## src/rtl/riscv_perf_window_ctrl.sv

```systemverilog
// Fixed-length performance window sequencer for one RV32IM core: counts events, derives IPC / stall % / mispredict %,
// and reports over valid/ready. Optional flag hysteresis is enabled by defining RISCV_PERF_WIN_HYST_EN.
module riscv_perf_window_ctrl #(
  parameter int unsigned WINDOW_CYCLES      = 1024,
  parameter int unsigned CNT_WIDTH          = 32,
  parameter int unsigned IPC_PRECISION      = 1000,
  parameter int unsigned IPC_TARGET         = 85,
  parameter int unsigned STALL_THRESHOLD    = 20,
  parameter int unsigned BRANCH_MISS_THRESH = 10
) (
  input  logic        clk_i,
  input  logic        rst_i,
  input  logic        enable_i,
  input  logic [1:0]  retire_cnt_i,
  input  logic        stall_i,
  input  logic        branch_i,
  input  logic        branch_miss_i,
  output logic        report_valid_o,
  input  logic        report_ready_i,
  output logic [15:0] ipc_o,
  output logic [7:0]  stall_pct_o,
  output logic [7:0]  bmiss_pct_o,
  output logic        ipc_low_o,
  output logic        stall_high_o,
  output logic        bmiss_high_o,
  output logic        overrun_o,
  output logic        busy_o
);

  localparam int unsigned LOG2W = $clog2(WINDOW_CYCLES);
  localparam int unsigned DCW   = $clog2(CNT_WIDTH);
  localparam int unsigned IPW   = CNT_WIDTH + 32;
  localparam int unsigned MW    = CNT_WIDTH + 7;

  localparam logic [IPW-1:0]       IPC_PREC_W  = IPW'(IPC_PRECISION);
  localparam logic [IPW-1:0]       PCT_W       = IPW'(100);
  localparam logic [MW-1:0]        PCT_M       = MW'(100);
  localparam logic [CNT_WIDTH-1:0] Q_MAX       = CNT_WIDTH'(100);
  localparam logic [15:0]          IPC_LOW_LIM = 16'(IPC_TARGET * IPC_PRECISION / 100);
  localparam logic [7:0]           STALL_TH    = 8'(STALL_THRESHOLD);
  localparam logic [7:0]           BMISS_TH    = 8'(BRANCH_MISS_THRESH);
  localparam logic [DCW-1:0]       DIV_LAST    = DCW'(CNT_WIDTH - 1);

  typedef enum logic {M_IDLE, M_MEASURE} m_state_t;
  typedef enum logic [1:0] {R_IDLE, R_DIVIDE, R_REPORT} r_state_t;

  m_state_t m_state_reg, m_state_next;
  r_state_t r_state_reg, r_state_next;
  logic     measuring, dividing;

  logic [LOG2W-1:0]     win_cnt_reg;
  logic [CNT_WIDTH-1:0] ret_cnt_reg, stall_cnt_reg, br_cnt_reg, miss_cnt_reg;
  logic [CNT_WIDTH-1:0] ret_sum, stall_sum, br_sum, miss_sum;
  logic                 last_cycle, snap_fire, snap_accept, load_snap, handshake, load_report;

  logic [CNT_WIDTH-1:0] snap_ret_reg, snap_stall_reg;
  logic [CNT_WIDTH-1:0] dvd_reg, rem_reg, dsr_reg;
  logic [CNT_WIDTH-2:0] q_reg;
  logic [DCW-1:0]       div_cnt_reg;
  logic                 div_ovf_reg, div_zero_reg;
  logic [MW-1:0]        mprod;
  logic [6:0]           mprod_hi;
  logic [CNT_WIDTH:0]   rem_shift;
  logic [CNT_WIDTH-1:0] rem_diff, rem_step, q_step;
  logic                 q_bit;

  logic [IPW-1:0] ipc_prod, ipc_shift, stall_prod, stall_shift;
  logic [15:0]    ipc_calc, ipc_reg;
  logic [7:0]     stall_calc, stall_reg, bmiss_calc, bmiss_reg;
  logic [2:0]     raw_calc, flag_calc, flags_reg;
  logic           overrun_reg;

  function automatic logic [CNT_WIDTH-1:0] sat_add(input logic [CNT_WIDTH-1:0] a, input logic [1:0] b);
    logic [CNT_WIDTH:0] s;
    s = {1'b0, a} + {{(CNT_WIDTH-1){1'b0}}, b};
    return s[CNT_WIDTH] ? '1 : s[CNT_WIDTH-1:0];
  endfunction

  // ---------------- measure FSM ----------------
  always_ff @(posedge clk_i) begin
    if (rst_i) m_state_reg <= M_IDLE;
    else       m_state_reg <= m_state_next;
  end

  always_comb begin
    m_state_next = m_state_reg;
    case (m_state_reg)
      M_IDLE:    if (enable_i) m_state_next = M_MEASURE;
      M_MEASURE: if (!enable_i) m_state_next = M_IDLE;
      default:   m_state_next = M_IDLE;
    endcase
  end

  always_comb begin
    measuring = 1'b0;
    busy_o    = 1'b0;
    if (m_state_reg == M_MEASURE) begin
      measuring = 1'b1;
      busy_o    = 1'b1;
    end
  end

  assign last_cycle = measuring && (win_cnt_reg == '1);
  assign snap_fire  = last_cycle;

  // Sums include this cycle's strobes so the snapshot sees the final window cycle.
  assign ret_sum   = sat_add(ret_cnt_reg, retire_cnt_i);
  assign stall_sum = sat_add(stall_cnt_reg, {1'b0, stall_i});
  assign br_sum    = sat_add(br_cnt_reg, {1'b0, branch_i});
  assign miss_sum  = sat_add(miss_cnt_reg, {1'b0, branch_i & branch_miss_i});

  always_ff @(posedge clk_i) begin
    if (rst_i || !measuring || !enable_i || last_cycle) begin
      win_cnt_reg   <= '0;
      ret_cnt_reg   <= '0;
      stall_cnt_reg <= '0;
      br_cnt_reg    <= '0;
      miss_cnt_reg  <= '0;
    end else begin
      win_cnt_reg   <= win_cnt_reg + LOG2W'(1);
      ret_cnt_reg   <= ret_sum;
      stall_cnt_reg <= stall_sum;
      br_cnt_reg    <= br_sum;
      miss_cnt_reg  <= miss_sum;
    end
  end

  // ---------------- result FSM ----------------
  assign handshake   = (r_state_reg == R_REPORT) && report_ready_i;
  assign snap_accept = (r_state_reg == R_IDLE) || handshake;
  assign load_snap   = snap_fire && snap_accept;
  assign load_report = dividing && (div_cnt_reg == DIV_LAST);

  always_ff @(posedge clk_i) begin
    if (rst_i) r_state_reg <= R_IDLE;
    else       r_state_reg <= r_state_next;
  end

  always_comb begin
    r_state_next = r_state_reg;
    case (r_state_reg)
      R_IDLE:   if (snap_fire) r_state_next = R_DIVIDE;
      R_DIVIDE: if (div_cnt_reg == DIV_LAST) r_state_next = R_REPORT;
      R_REPORT: if (report_ready_i) r_state_next = snap_fire ? R_DIVIDE : R_IDLE;
      default:  r_state_next = R_IDLE;
    endcase
  end

  always_comb begin
    report_valid_o = 1'b0;
    dividing       = 1'b0;
    case (r_state_reg)
      R_DIVIDE: dividing       = 1'b1;
      R_REPORT: report_valid_o = 1'b1;
      default: ;
    endcase
  end

  // Dividend is misses*100; its bits above CNT_WIDTH preload the remainder so the loop stays CNT_WIDTH steps.
  assign mprod    = {7'd0, miss_sum} * PCT_M;
  assign mprod_hi = mprod[MW-1:CNT_WIDTH];

  always_comb begin
    rem_shift = {rem_reg, dvd_reg[CNT_WIDTH-1]};
    rem_diff  = rem_shift[CNT_WIDTH-1:0] - dsr_reg;
    q_bit     = (rem_shift >= {1'b0, dsr_reg});
    rem_step  = q_bit ? rem_diff : rem_shift[CNT_WIDTH-1:0];
    q_step    = {q_reg, q_bit};
  end

  always_ff @(posedge clk_i) begin
    if (rst_i) begin
      snap_ret_reg   <= '0;
      snap_stall_reg <= '0;
      dvd_reg        <= '0;
      rem_reg        <= '0;
      dsr_reg        <= '0;
      q_reg          <= '0;
      div_cnt_reg    <= '0;
      div_ovf_reg    <= 1'b0;
      div_zero_reg   <= 1'b0;
    end else if (load_snap) begin
      snap_ret_reg   <= ret_sum;
      snap_stall_reg <= stall_sum;
      dvd_reg        <= mprod[CNT_WIDTH-1:0];
      rem_reg        <= {{(CNT_WIDTH-7){1'b0}}, mprod_hi};
      dsr_reg        <= br_sum;
      q_reg          <= '0;
      div_cnt_reg    <= '0;
      div_ovf_reg    <= ({{(CNT_WIDTH-7){1'b0}}, mprod_hi} >= br_sum);
      div_zero_reg   <= (br_sum == '0);
    end else if (dividing) begin
      dvd_reg        <= {dvd_reg[CNT_WIDTH-2:0], 1'b0};
      rem_reg        <= rem_step;
      q_reg          <= q_step[CNT_WIDTH-2:0];
      div_cnt_reg    <= div_cnt_reg + DCW'(1);
    end
  end

  always_comb begin
    ipc_prod    = {32'd0, snap_ret_reg} * IPC_PREC_W;
    ipc_shift   = ipc_prod >> LOG2W;
    ipc_calc    = (|ipc_shift[IPW-1:16]) ? 16'hFFFF : ipc_shift[15:0];
    stall_prod  = {32'd0, snap_stall_reg} * PCT_W;
    stall_shift = stall_prod >> LOG2W;
    stall_calc  = (|stall_shift[IPW-1:8]) ? 8'hFF : stall_shift[7:0];
    if (div_zero_reg)                      bmiss_calc = 8'd0;
    else if (div_ovf_reg || q_step > Q_MAX) bmiss_calc = 8'd100;
    else                                   bmiss_calc = q_step[7:0];
    raw_calc = {bmiss_calc > BMISS_TH, stall_calc > STALL_TH, ipc_calc < IPC_LOW_LIM};
  end

`ifdef RISCV_PERF_WIN_HYST_EN
  logic [2:0] raw_reg;

  always_ff @(posedge clk_i) begin
    if (rst_i)            raw_reg <= '0;
    else if (load_report) raw_reg <= raw_calc;
  end

  // hist_reg: [1] = flag last presented, [0] = raw comparison of last reported window.
  for (genvar gi = 0; gi < 3; gi++) begin : g_hyst
    logic [1:0] hist_reg;
    always_ff @(posedge clk_i) begin
      if (rst_i)          hist_reg <= '0;
      else if (handshake) hist_reg <= {flags_reg[gi], raw_reg[gi]};
    end
    assign flag_calc[gi] = hist_reg[1] ? (raw_calc[gi] | hist_reg[0]) : (raw_calc[gi] & hist_reg[0]);
  end
`else
  assign flag_calc = raw_calc;
`endif

  always_ff @(posedge clk_i) begin
    if (rst_i) begin
      ipc_reg   <= '0;
      stall_reg <= '0;
      bmiss_reg <= '0;
      flags_reg <= '0;
    end else if (load_report) begin
      ipc_reg   <= ipc_calc;
      stall_reg <= stall_calc;
      bmiss_reg <= bmiss_calc;
      flags_reg <= flag_calc;
    end
  end

  always_ff @(posedge clk_i) begin
    if (rst_i)                        overrun_reg <= 1'b0;
    else if (snap_fire && !snap_accept) overrun_reg <= 1'b1;
  end

  assign ipc_o        = ipc_reg;
  assign stall_pct_o  = stall_reg;
  assign bmiss_pct_o  = bmiss_reg;
  assign ipc_low_o    = flags_reg[0];
  assign stall_high_o = flags_reg[1];
  assign bmiss_high_o = flags_reg[2];
  assign overrun_o    = overrun_reg;

endmodule
```

## config.mk

```make
export PLATFORM = sky130hd
export DESIGN_NAME = riscv_perf_window_ctrl
export DESIGN_NICKNAME = d
export VERILOG_FILES = /design/src/rtl/riscv_perf_window_ctrl.sv
export SDC_FILE = /design/constraint.sdc
export NUM_CORES = 1
export LEC_CHECK = 0
export CAP_MARGIN = 30
export CORE_MARGIN = 5
export CORE_UTILIZATION = 55
export CTS_CLUSTER_SIZE = 25
export DETAILED_ROUTE_END_ITERATION = 10
export GPL_ROUTABILITY_DRIVEN = 0
export HOLD_SLACK_MARGIN = 0.03
export PLACE_DENSITY = 0.82
export SLEW_MARGIN = 20
export SYNTH_ARGS = -nofsm -noshare
export SYNTH_HDL_FRONTEND = slang
export SYNTH_SLANG_ARGS = --single-unit
```

## constraint.sdc

```tcl
create_clock -name clk_i -period 22.6 [get_ports clk_i]
set_input_delay 4.52 -clock clk_i [delete_from_list [all_inputs] [get_ports clk_i]]
set_output_delay 4.52 -clock clk_i [all_outputs]
set_load 0.02 [all_outputs]
```

=== Word-level counts from Yosys, hierarchy flattened ===
Cells that the tools add are included.

* Register bits: 373
* Latch bits: 0
* RAM bits: 0
* Memory bits (read-only): 0
* Input bits: 9
* Output and inout bits: 38
* Word-level logic and storage cells: 88
* Memories: 0

* Add/subtract/negate cells: 7
* Multiply operators: 3
* Divide/modulo/power cells: 0
* $lt $le $gt $ge: 6
* Equal/unequal tests: 7
* Shift operators: 0
* Mux-type cells: 22
* Bitwise operators: 1
* Reduce and logical (&&, ||, !) cells: 20

{| class="wikitable"
|+ Operator list
! operator !! number
|-
| 2-to-1 mux 32 bit || 7
|-
| adder 32 x 1 -> 33 bit || 3
|-
| multiplier 32 x 5 -> 37 bit, second input constant || 2
|-
| multiplier 32 x 7 -> 39 bit, second input constant || 1
|-
| adder 32 x 2 -> 33 bit || 1
|-
| >= comparator 33 x 32 -> 1 bit || 1
|-
| >= comparator 7 x 32 -> 1 bit || 1
|-
| greater-than comparator 32 x 7 -> 1 bit, second input constant || 1
|-
| logical NOT 32 bit || 1
|-
| subtractor 32 bit || 1
|-
| 2-to-1 mux 8 bit || 3
|-
| OR reduction 21 bit || 1
|-
| less-than comparator 16 x 10 -> 1 bit, second input constant || 1
|-
| 2-to-1 mux 16 bit || 1
|-
| OR reduction 16 bit || 1
|-
| 2-to-1 mux 7 bit || 2
|-
| adder 10 x 1 -> 10 bit, second input constant || 1
|-
| equality test 10 bit, second input constant || 1
|-
| greater-than comparator 8 x 4 -> 1 bit, second input constant || 1
|-
| greater-than comparator 8 x 5 -> 1 bit, second input constant || 1
|-
| 2-to-1 mux 2 bit || 3
|-
| inequality test 2 bit, second input constant || 3
|-
| case mux 2 bit (3 select lines) || 1
|-
| adder 5 x 1 -> 5 bit, second input constant || 1
|-
| other kinds (12) || 26
|}

=== Longest topological paths before layout ===
Gate-level depths: netlist (run 1).

* Word-level depth: 6
* Gate-level depth with buffers: 35
* Mapped depth without buffers: 35

=== Least setup slack after synthesis (run 1) ===
Ideal clock, no wire load.

* Path type: input to register
* Start point: input port branch_i
* End point: register div_ovf_reg
* Library setup time: 0.117 ns
* Data arrival time: 11.232 ns
* Data required time: 22.483 ns
* Slack: 11.251 ns
* Stages: 33
* Buffers on the path: 1
* Cells stage by stage: and2_1 ha_1 ha_1 and2_1 and3_1 nand3_1 nor4_2 nand2_1 clkbuf_1 nand2_1 ha_1 ha_1 fa_1 ha_1 and3_1 a221o_1 a221oi_1 o22ai_1 or2_1 a221o_1 a21oi_1 xor2_1 ha_1 nand2b_1 a21oi_1 nor2b_1 o21ai_0 nand2b_1 a21oi_1 nor2b_1 o21ai_0 nand2b_1 a22o_1

* Cells in the longest elaborated chain, start to end: 5
* Elaborated cells between the ends (all ways): 7
* Those cells by class: add/sub (2); mul (1); order compare (1); mux (2); bitwise (1)

{| class="wikitable"
|+ Ends and longest elaborated chain
! what !! line !! source
|-
| start: declaration || 16 || <nowiki>input logic branch_i,</nowiki>
|-
| bitwise AND 1 bit || 110 || <nowiki>assign miss_sum = sat_add(miss_cnt_reg, {1'b0, branch_i & branch_miss_i});</nowiki>
|-
| adder 32 x 1 -> 33 bit || 75 || <nowiki>s = {1'b0, a} + {{(CNT_WIDTH-1){1'b0}}, b};</nowiki>
|-
| 2-to-1 mux 32 bit || 76 || <nowiki>return s[CNT_WIDTH] ? '1 : s[CNT_WIDTH-1:0];</nowiki>
|-
| via miss_sum[11] || 53 || <nowiki>logic [CNT_WIDTH-1:0] ret_sum, stall_sum, br_sum, miss_sum;</nowiki>
|-
| multiplier 32 x 5 -> 37 bit || 160 || <nowiki>assign mprod = {7'd0, miss_sum} * PCT_M;</nowiki>
|-
| >= comparator 7 x 32 -> 1 bit || 190 || <nowiki>div_ovf_reg <= ({{(CNT_WIDTH-7){1'b0}}, mprod_hi} >= br_sum);</nowiki>
|-
| end signal: assignment || 190 ||
|-
| end: declaration || 60 || <nowiki>logic div_ovf_reg, div_zero_reg;</nowiki>
|}

The timed path passes the listed nets, and every way through them passes these cells.
A chain may end at the register's enable or synchronous reset.

=== Worst setup path after layout (run 1) ===
Ends and elaborated chain as after synthesis.

==> metrics.txt, run 1 <==
status=complete, no violations; largest net degree at the start of global routing=92; post-layout total power=1360 uW; WHS Path Cells=2; Int Power=1060 uW; Synth Area in XOR/XNOR=0.0595; antenna viol nets, final=0; fin cells=4235; Post-CTS Hold Fix Bufs=0; crit end category=flop; clk_skew=13.7 ps; transition time at the pin with the least slew margin=1000 ps; setup violators final=0; setup TNS=0 ps; met2 usage=0.380; GRT met1 Usage=0.305; CTS tree=yes; total CTS buffers=42; met3 GRT Util=0.0266; core region area=52800 um^2; syn nets=4065; Post-Syn Area=29400 um^2; post-DP HPWL=49.0 mm; complex-gate fraction of the synthesized area=0.172; Starting Density=0.558; Final Max Slew Viols=0; r2r worst-path depth=32; crit path time final=12800 ps; IO Port Bufs=46; Slew headroom=0.331; DR vias/cell=5.74; Post-Place Cells=4162; number of global-route vias before repair=23600; initial antenna violation count=1; clk_lat worst skew=570 ps; maximum vdd ir drop=0.0000724 V; chip height=241 um; crit path max-delay cell type=nor4_2; simple-gate share of the synthesized area=0.175; Hold Fails Final Rpt=0; drt pass-1 iters=5; clock sinks=373; critical path class=in -> reg; RSZ-0062 raised after global routing=no; multiplexer share of the synthesized area=0.00855; Residual DRC=0; Critical Path Fanout Max=23; Seq/Total Area, Yosys=0.254; CP startpoint kind=input pin; Worst path max stage delay=710 ps; Cells after Synth=3552; Required @ worst endpoint=23060 ps; Leak=0.0138 uW; mean area per synthesized cell=8.28 um^2; ys flop type=dfxtp_1; clock-pin slew on the worst setup and hold paths=60 ps; clock buffer depth=3; total grt overflow=0; layout cell share with drive strength beyond 1=0.0395; sw frac=0.216; crit path DAT=13250 ps; Top cell by count, worst path=ha_1; die span in x=241 um; final period utilization=0.566; IO Pins=47; Top Usage Layer GRT=met2; die area=58200 um^2; synth unique cells=91; DRT iter0 DRCs=1568; postcts setup bufs=0; #FFs+latches synth=373; adder-cell share of the synthesized area=0.258; asr flop ratio synth=0; Pwr Density=42.8 nW/um^2; clock share of power=0.503; max_cap viols=0; Comb pwr share=0.012; Reg power frac=0.484; H-tree lvl count=2; Vias=24300; Sw Pwr=294 uW; total track usage=0.224; synth warn=0; DR WL/cell=15.3 um; Nets=4031; Hold WC Path Type=reg -> reg; Syn-to-layout area delta=7.96%; Post-CTS Resized=0; Total Routed Length=64.9 mm; Peak Freq=78.2 MHz; main combinational cell family by area after synthesis=adder cells; Row Count=84; Post-synth EDFFs=0; CTS root buffer=clkbuf_16; first-pass GRT wire length=112 mm
cell usage after synthesis, types with 6 or more instances:
master     count  area [um^2]
dfxtp_1      373         7470
a22o_1         6         52.6
or3_1         12         75.1
a311oi_1      40          350
nor3b_1        6         45.0
or4_1         11         82.6
nand3_1       91          455
clkbuf_1     119          447
a21o_1        32          240
and3_1        38          238
a21oi_1      258         1290
nor2_1       454         1700
ha_1         332         4150
o21bai_1      28          210
fa_1         172         3440
and4_1         8         70.1
a211o_1        6         52.6
a2111oi_0      6         52.6
a31oi_1       33          206
o21ai_0       88          440
a211oi_1      97          728
o31ai_1        8         60.1
nor4_1        22          138
a22oi_1       24          180
xor2_1        86          753
o21a_1        23          173
nand3b_1       6         45.0
nor2b_1       24          150
a221oi_1      13          114
and2_1        23          144
nand2_1      283         1060
buf_1         11         41.3
xnor2_1      114          998
nor3_1        41          205
buf_2         14         70.1
o21ai_1       10         50.1
o22ai_1        7         43.8
nand4_1       52          325
mux2i_1       18          180
inv_1        411         1540
or2_2         14         87.6
o211ai_1      18          135
nand2b_1      27          169
power by group through the flow:
stage	registers, uW	clock network, uW	logic, uW
2_1_floorplan	673	0	10.9
3_3_place_gp	673	0	16.7
3_5_place_dp	673	0	16.7
4_1_cts	658	700	16.8
5_1_grt	658	723	18.2
6_report	658	684	16.6
metal layers:
metal / wire (um) / vias to the layer above
li1: - / 12100
met1: 30100 / 11500
met2: 30400 / 531
met3: 2810 / 121
met4: 1580 / 0
met5: 0 / -
cells by family (layout without fill, tap and decap cells):
kind of cell	Yosys count	count (layout)
AND/OR/NAND/NOR	1128	1128
AO/OA/AOI/OAI	765	765
buffers and inverters	558	552
adder cells (fa/ha/maj)	504	504
flip-flops	373	373
XOR/XNOR	200	200
multiplexers	24	24
other	0	1
worst max-delay path: cells and delay by family:
kind | cells | cell delay, ps
adders and majority gates | 7 | 2060
xor gates and xnor gates | 1 | 230
buffers and inverters | 2 | 890
and+or+nand+nor | 14 | 3280
AOI/OAI and AO/OA | 10 | 2270
stage by stage:
step | hold WS (ps) | util | worst slack (ps) | instance area [um^2]
global route | 480 | 0.602 | 9100 | 31800
floorplan | 426 | - | 11250 | 29400
detailed placement | 449 | 0.576 | 9300 | 30400
global placement | 439 | 0.575 | 9470 | 30300
finish | 453 | 0.602 | 9800 | 31800
CTS | 455 | 0.602 | 9870 | 31800
layout make-up:
type / instances / area, um^2
Antenna cell: 1 / 2.50
Clock buffer: 57 / 1230
Clock inverter: 15 / 143
Fill cell: 4531 / 21000
Inverter: 412 / 1550
Multi-Input combinational cell: 2621 / 19900
Sequential cell: 373 / 7470
Tap cell: 688 / 861
Timing Repair Buffer: 68 / 656
placed cells by master, fill, tap and decap left out, types with 9 or more instances in the layout:
cell type	count
nor3_1	41
or3_1	12
and3_1	37
nand4_1	52
a21oi_1	258
fa_1	172
dfxtp_1	373
o21a_1	23
xor2_1	86
xnor2_1	114
o21ai_1	9
a211oi_1	97
and2_1	23
nor2b_1	23
a311oi_1	40
buf_4	19
clkdlybuf4s50_1	45
clkbuf_8	10
nor4_1	22
ha_1	332
clkbuf_16	43
nand2_1	283
nor2_1	453
a31oi_1	33
a221oi_1	13
o211ai_1	18
inv_1	411
mux2i_1	18
o21bai_1	28
a21o_1	32
or4_1	11
or2_2	13
o21ai_0	88
nand3_1	91
a22oi_1	24
nand2b_1	25
path summary, 6_finish.rpt:
path | from | end | slack (ps)
setup / recovery | branch_i | div_ovf_reg | 9800
hold / removal | dvd_reg[5] | dvd_reg[5] | 450
setup reg to reg | miss_cnt_reg[0] | div_ovf_reg | 14140
hold reg to reg | dvd_reg[5] | dvd_reg[5] | 450
Power figures use the tool's default switching activity.
==> inputs of run 2 (changes only) <==
- PLACE_DENSITY: 0.82 -> 0.85
- clock period: 22.6 -> 11 ns (I/O delays scaled with it)
==> run 2 against run 1 <==
Effect of this change: die area stayed put; worst setup slack worse by 8300 ps; hold slack worse by 0.96 ps; wire length decreased by 0.29%; global-route usage shrank 0.13 points; count of clock-buffer cells in the layout down 5; non-clock buffer count grew 1; cell count about the same; first-iteration DRC count down 7.9%; combinational power is 110% higher; sequential share of layout area fell by 0.11 points; clock power grew 130%; largest cell class unchanged; largest power group unchanged.
==> metrics.txt, run 2 (synthesized netlist as in run 1, its figures left out) <==
number of global-route vias before repair=23800 (+1.1%); Nets=4032 (+0.025%); Int Power=2330 uW (+120%); CTS tree=yes; Hold Fails Final Rpt=0 (unchanged); layout cell share with drive strength beyond 1=0.0403 (+0.000812); fin area=31900 um^2 (+0.48%); Post-CTS Resized=0 (unchanged); Met2 Routed Length=30.5 mm (+0.15%); crit path to=div_ovf_reg; clock sinks=373 (unchanged); largest net degree at the start of global routing=96 (+4.3%); transition time at the pin with the least slew margin=967 ps (-35.8 ps); CP startpoint kind=input pin; core region area=52800 um^2 (unchanged); r2r worst-path depth=31 (-3.1%); drt pass-1 iters=5 (unchanged); crit path DAT=9980 ps (-3270 ps); Final Max Slew Viols=0 (unchanged); highest routed metal layer=met5; Leak=0.0139 uW (+0.60%); max_cap viols=0 (unchanged); Critical Path Fanout Max=32 (+39%); Required @ worst endpoint=11470 ps (-11590 ps); total CTS buffers=42 (unchanged); Starting Density=0.558 (unchanged); Pwr Density=92.0 nW/um^2 (+120%); post-DP HPWL=48.7 mm (-0.52%); crit path max-delay cell type=o41ai_1; crit path time final=9510 ps; Hold WC Path Type=reg -> reg; clock-pin slew on the worst setup and hold paths=60 ps (about the same); CTS root buffer=clkbuf_16; register area=7470 um^2 (unchanged); IO Pins=47 (unchanged); total track usage=0.223 (-0.00125); chip height=241 um (unchanged); clock share of power=0.527 (+0.024); Vias=24300 (+0.14%); initial antenna violation count=2 (+1); Worst R2R Start=miss_cnt_reg[0]; status=complete, no violations; Metal-1 WL=29.2 mm (-2.8%); RSZ-0062 raised after global routing=no; Residual DRC=0 (unchanged); worst flop-to-flop path endpoint=div_ovf_reg; die span in x=241 um (unchanged); Setup crit start=branch_i; multi-input logic area=19900 um^2 (unchanged); Slew headroom=0.338 (+0.00720); postcts setup bufs=0 (unchanged); die area=58200 um^2 (unchanged); maximum vdd ir drop=0.000100 V (+38%); Peak Freq=105 MHz; Row Count=84 (unchanged); final period utilization=0.865; Comb pwr share=0.012 (about the same); total grt overflow=0 (unchanged); Top cell by count, worst path=ha_1; setup violators final=0 (unchanged); most common cell after layout, fill and taps aside=nor2_1; Worst path max stage delay=740 ps (+30 ps); antenna viol nets, final=0 (unchanged); crit end category=flop; antenna diode count=0 (-1); H-tree lvl count=2 (unchanged); post-layout total power=2940 uW (+120%); clk_skew=30.0 ps (+16.3 ps); Sw Pwr=604 uW (+110%); Total Routed Length=64.7 mm (-0.29%); placed cell areas=30400 um^2 (-0.12%); fillers=4352 (-4.0%); most frequent cells in the layout=453 x nor2_1, 411 x inv_1, 373 x dfxtp_1; Syn-to-layout area delta=8.48%; Post-CTS Hold Fix Bufs=0 (unchanged); first-pass GRT wire length=111 mm (-0.66%); met3 WL post-DR=3.37 mm (+20%); Reg power frac=0.461 (-0.023); DR WL/cell=15.3 um (-0.33%); IO Port Bufs=46 (unchanged); DRT iter0 DRCs=1444 (-7.9%); critical path class=in -> reg; sw frac=0.206 (-0.0107); internal reg-to-reg setup slack=3510 ps (-10630 ps); clock buffer depth=3 (unchanged); clk_lat worst skew=580 ps (about the same); DR vias/cell=5.74 (about the same); setup TNS=0 ps (unchanged)
run 2: per-layer routing:
layer	GRT usage	up-vias
met3	0.0296	120
met4	0.0615	4
met5	0	-
li1	-	12100
met2	0.386	605
met1	0.295	11500
run 2: how the worst min path moves through the flow:
| stage | startpoint | end | slack (ps) | cells past startpoint |
|---|---|---|---|---|
| 4_1_cts | dvd_reg[5] | dvd_reg[5] | 450 | 2 |
| 6_report | dvd_reg[5] | dvd_reg[5] | 450 | 2 |
| 2_1_floorplan | win_cnt_reg[0] | win_cnt_reg[0] | 430 | 1 |
| 5_1_grt | dvd_reg[5] | dvd_reg[5] | 470 | 2 |
| 3_5_place_dp | bmiss_pct_o[7] | bmiss_pct_o[7] | 440 | 1 |
| 3_3_place_gp | win_cnt_reg[0] | win_cnt_reg[0] | 440 | 1 |
run 2: final cells by class:
| type | count | area share |
|---|---|---|
| multi-input cells | 2621 | 0.622 |
| flip-flops and latches | 373 | 0.234 |
| inverters | 412 | 0.0484 |
| clock buffers | 52 | 0.0357 |
| well taps | 688 | 0.0270 |
| repair buffers | 69 | 0.0205 |
| clock inverters | 22 | 0.0122 |
run 2: worst max-delay path, delay by kind of cell:
| family | cells | cell delay (ps) |
|---|---|---|
| adder cells (fa/ha/maj) | 7 | 2010 |
| XOR/XNOR | 1 | 270 |
| AND/OR/NAND/NOR | 10 | 1600 |
| buffers and inverters | 3 | 1030 |
| AO/OA/AOI/OAI | 12 | 2880 |
run 2: metrics by stage:
step | util | hold WS [ps] | setup WS [ps] | std cells
global route | 0.605 | 468 | 851 | 4237
global placement | 0.575 | 441 | 1080 | 4161
detailed placement | 0.575 | 445 | 920 | 4161
finish | 0.605 | 452 | 1490 | 4237
floorplan | - | 426 | 1970 | 3552
CTS | 0.604 | 454 | 1470 | 4235
run 2: power by group through the flow:
stage                     registers, uW  clock network, uW  logic [uW]
after global routing               1350               1630        38.0
after detailed placement           1380                  0        34.2
after global placement             1380                  0        34.0
final                              1350               1550        35.2
after CTS                          1350               1580        34.4
after floorplan                    1380                  0        22.3
==> inputs of run 3 (changes only) <==
- CAP_MARGIN: 30 -> not set
- CTS_BUF_LIST: not set -> sky130_fd_sc_hd__clkbuf_16
- PLACE_DENSITY: 0.85 -> 0.82
- clock period: 11 -> 11.72 ns (I/O delays scaled with it)
==> run 3 against run 2 <==
Effect of this change: combinational power shrank 9.9%; sequential power shrank 6%; final area shrank 0.76%; sequential share of layout area grew 0.18 points; largest power group unchanged; register-to-register slack gained 70 ps; via count shrank 0.86%; count of clock-buffer cells in the layout shrank 7; power shrank 11%; critical path depth grew 3; non-clock buffer count shrank 6; critical endpoint unchanged; global-route usage shrank 0.078 points; critical path type unchanged; largest cell class unchanged; cell count shrank 0.14%.
==> metrics.txt, run 3 (synthesized netlist as in run 1, its figures left out) <==
Row Count=84 (unchanged); Buf+Inv Stages, Crit Path=4 (+1); fin area=31700 um^2 (-0.76%); CP top delay family=simple AND/OR/NAND/NOR gates; post-layout total power=2600 uW (-11%); RSZ-0062 raised after global routing=no; IO Pins=47 (unchanged); clk_skew=17.6 ps (-12.4 ps); number of global-route vias before repair=23300 (-2.1%); crit end category=flop; Critical Path Fanout Max=31 (-3.1%); setup ws final=1440 ps (-47.0 ps); postcts setup bufs=0 (unchanged); core region area=52800 um^2 (unchanged); critical path class=in -> reg; layout cell share with drive strength beyond 1=0.0358 (-0.00445); CTS root buffer=clkbuf_16; Required @ worst endpoint=12180 ps (+710 ps); CP startpoint kind=input pin; internal reg-to-reg setup slack=3580 ps (+70 ps); crit path DAT=10740 ps (+760 ps); clock-pin slew on the worst setup and hold paths=60 ps (about the same); most frequent cells in the layout=453 x nor2_1, 417 x inv_1, 373 x dfxtp_1; most common cell after layout, fill and taps aside=nor2_1; drt pass-1 iters=7 (+2); Slew headroom=0.240 (-0.0984); die area=58200 um^2 (unchanged); Syn-to-layout area delta=7.65%; total CTS buffers=42 (unchanged); Post-CTS Resized=0 (unchanged); CTS tree=yes; Worst R2R Start=miss_cnt_reg[0]; initial antenna violation count=0 (-2); antenna viol nets, final=0 (unchanged); multi-input logic area=19900 um^2 (about the same); placed cell areas=30300 um^2 (about the same); antenna diode count=0 (unchanged); final period utilization=0.877; maximum vdd ir drop=0.000104 V (+3.9%); r2r worst-path depth=34 (+9.7%); total grt overflow=0 (unchanged); worst flop-to-flop path endpoint=div_ovf_reg; die span in x=241 um (unchanged); Pwr Density=82.1 nW/um^2 (-11%); Hold WC Path Type=reg -> reg; crit path max-delay cell type=nor4_2; register area=7470 um^2 (unchanged); DR WL/cell=15.3 um (-0.10%); Top cell by count, worst path=ha_1; clk_lat worst skew=580 ps (about the same); Vias=24100 (-0.86%); hold_sp=dsr_reg[30]; chip height=241 um (unchanged); WHS Path Cells=2 (unchanged); crit path time final=10280 ps; Leak=0.0138 uW (-0.69%); setup TNS=0 ps (unchanged); status=complete, no violations; clock buffer depth=3 (unchanged); clock sinks=373 (unchanged); DRT iter0 DRCs=1492 (+3.3%); Worst Hold Path EP=dsr_reg[30]; setup violators final=0 (unchanged); transition time at the pin with the least slew margin=1110 ps (+144 ps); total track usage=0.222 (-0.000785); Post-Place Cells=4157 (-0.096%); Worst path max stage delay=730 ps (about the same); IO Port Bufs=46 (unchanged); post-DP HPWL=48.6 mm (-0.31%); Peak Freq=97.3 MHz; Hold Fails Final Rpt=0 (unchanged); first-pass GRT wire length=111 mm (about the same); H-tree lvl count=2 (unchanged); pre-CTS WS=949 ps (+29.4 ps); Final Max Slew Viols=0 (unchanged); Nets=4026 (-0.15%); max_cap viols=0 (unchanged); Residual DRC=0 (unchanged); largest net degree at the start of global routing=116 (+21%); Starting Density=0.558 (unchanged); Post-CTS Hold Fix Bufs=0 (unchanged); DR vias/cell=5.70 (-0.71%); Total Routed Length=64.6 mm (-0.24%); fillers=4510 (+3.6%); fin cells=4231 (-0.14%)
-- run 3: changes by cell type in the layout (fill, tap and decap cells not counted), sizes merged --
cell,previous run,this run
clkinv,9,19
bufinv,10,3
clkbuf,52,45
buf,24,18
inv,413,418
clkinvlp,2,1
-- run 3: routing by layer --
metal | share of wire | wire length (um) | GRT usage
met1 | 0.46 | 29900 | 0.302
met2 | 0.46 | 29900 | 0.374
met3 | 0.048 | 3110 | 0.0312
met4 | 0.025 | 1590 | 0.0617
met5 | 0 | 0 | 0
-- run 3: cell type report --
cell class / count / area share
Timing Repair Buffer: 63 / 0.0186
Clock inverter: 29 / 0.00675
Sequential cell: 373 / 0.236
Tap cell: 688 / 0.0272
Clock buffer: 45 / 0.0356
Multi-Input combinational cell: 2621 / 0.627
Inverter: 412 / 0.0488
-- run 3: metrics by stage --
stage | util | hold WS [ps]
after global routing | 0.600 | 481
after detailed placement | 0.575 | 448
after global placement | 0.575 | 438
after floorplan | - | 426
after CTS | 0.600 | 457
final | 0.600 | 453
-- run 3: worst register-to-register path, delay by kind of cell, from the launching register on --
| family | cells | cell delay, ps |
|---|---|---|
| compound gates | 9 | 1920 |
| xor+xnor | 1 | 230 |
| fa+ha+maj | 7 | 2020 |
| buf+inv | 3 | 480 |
| flops | 1 | 310 |
| simple gates | 14 | 3060 |
-- run 3: worst max-delay path by stage --
stage,start,to,slack [ps],depth (start not counted)
finish,branch_i,div_ovf_reg,1440,36
global route,branch_i,div_ovf_reg,850,36
CTS,branch_i,div_ovf_reg,1520,36
detailed placement,branch_i,div_ovf_reg,950,36
global placement,branch_i,div_ovf_reg,1100,36
floorplan,branch_i,div_ovf_reg,2550,33
-- run 3: power by group --
group	leakage (uW)	switching [uW]	internal [uW]
Clock	0.000685	543	756
Sequential	0.00300	0.419	1270
Combinational	0.0101	23.1	8.51
Total	0.0138	567	2030
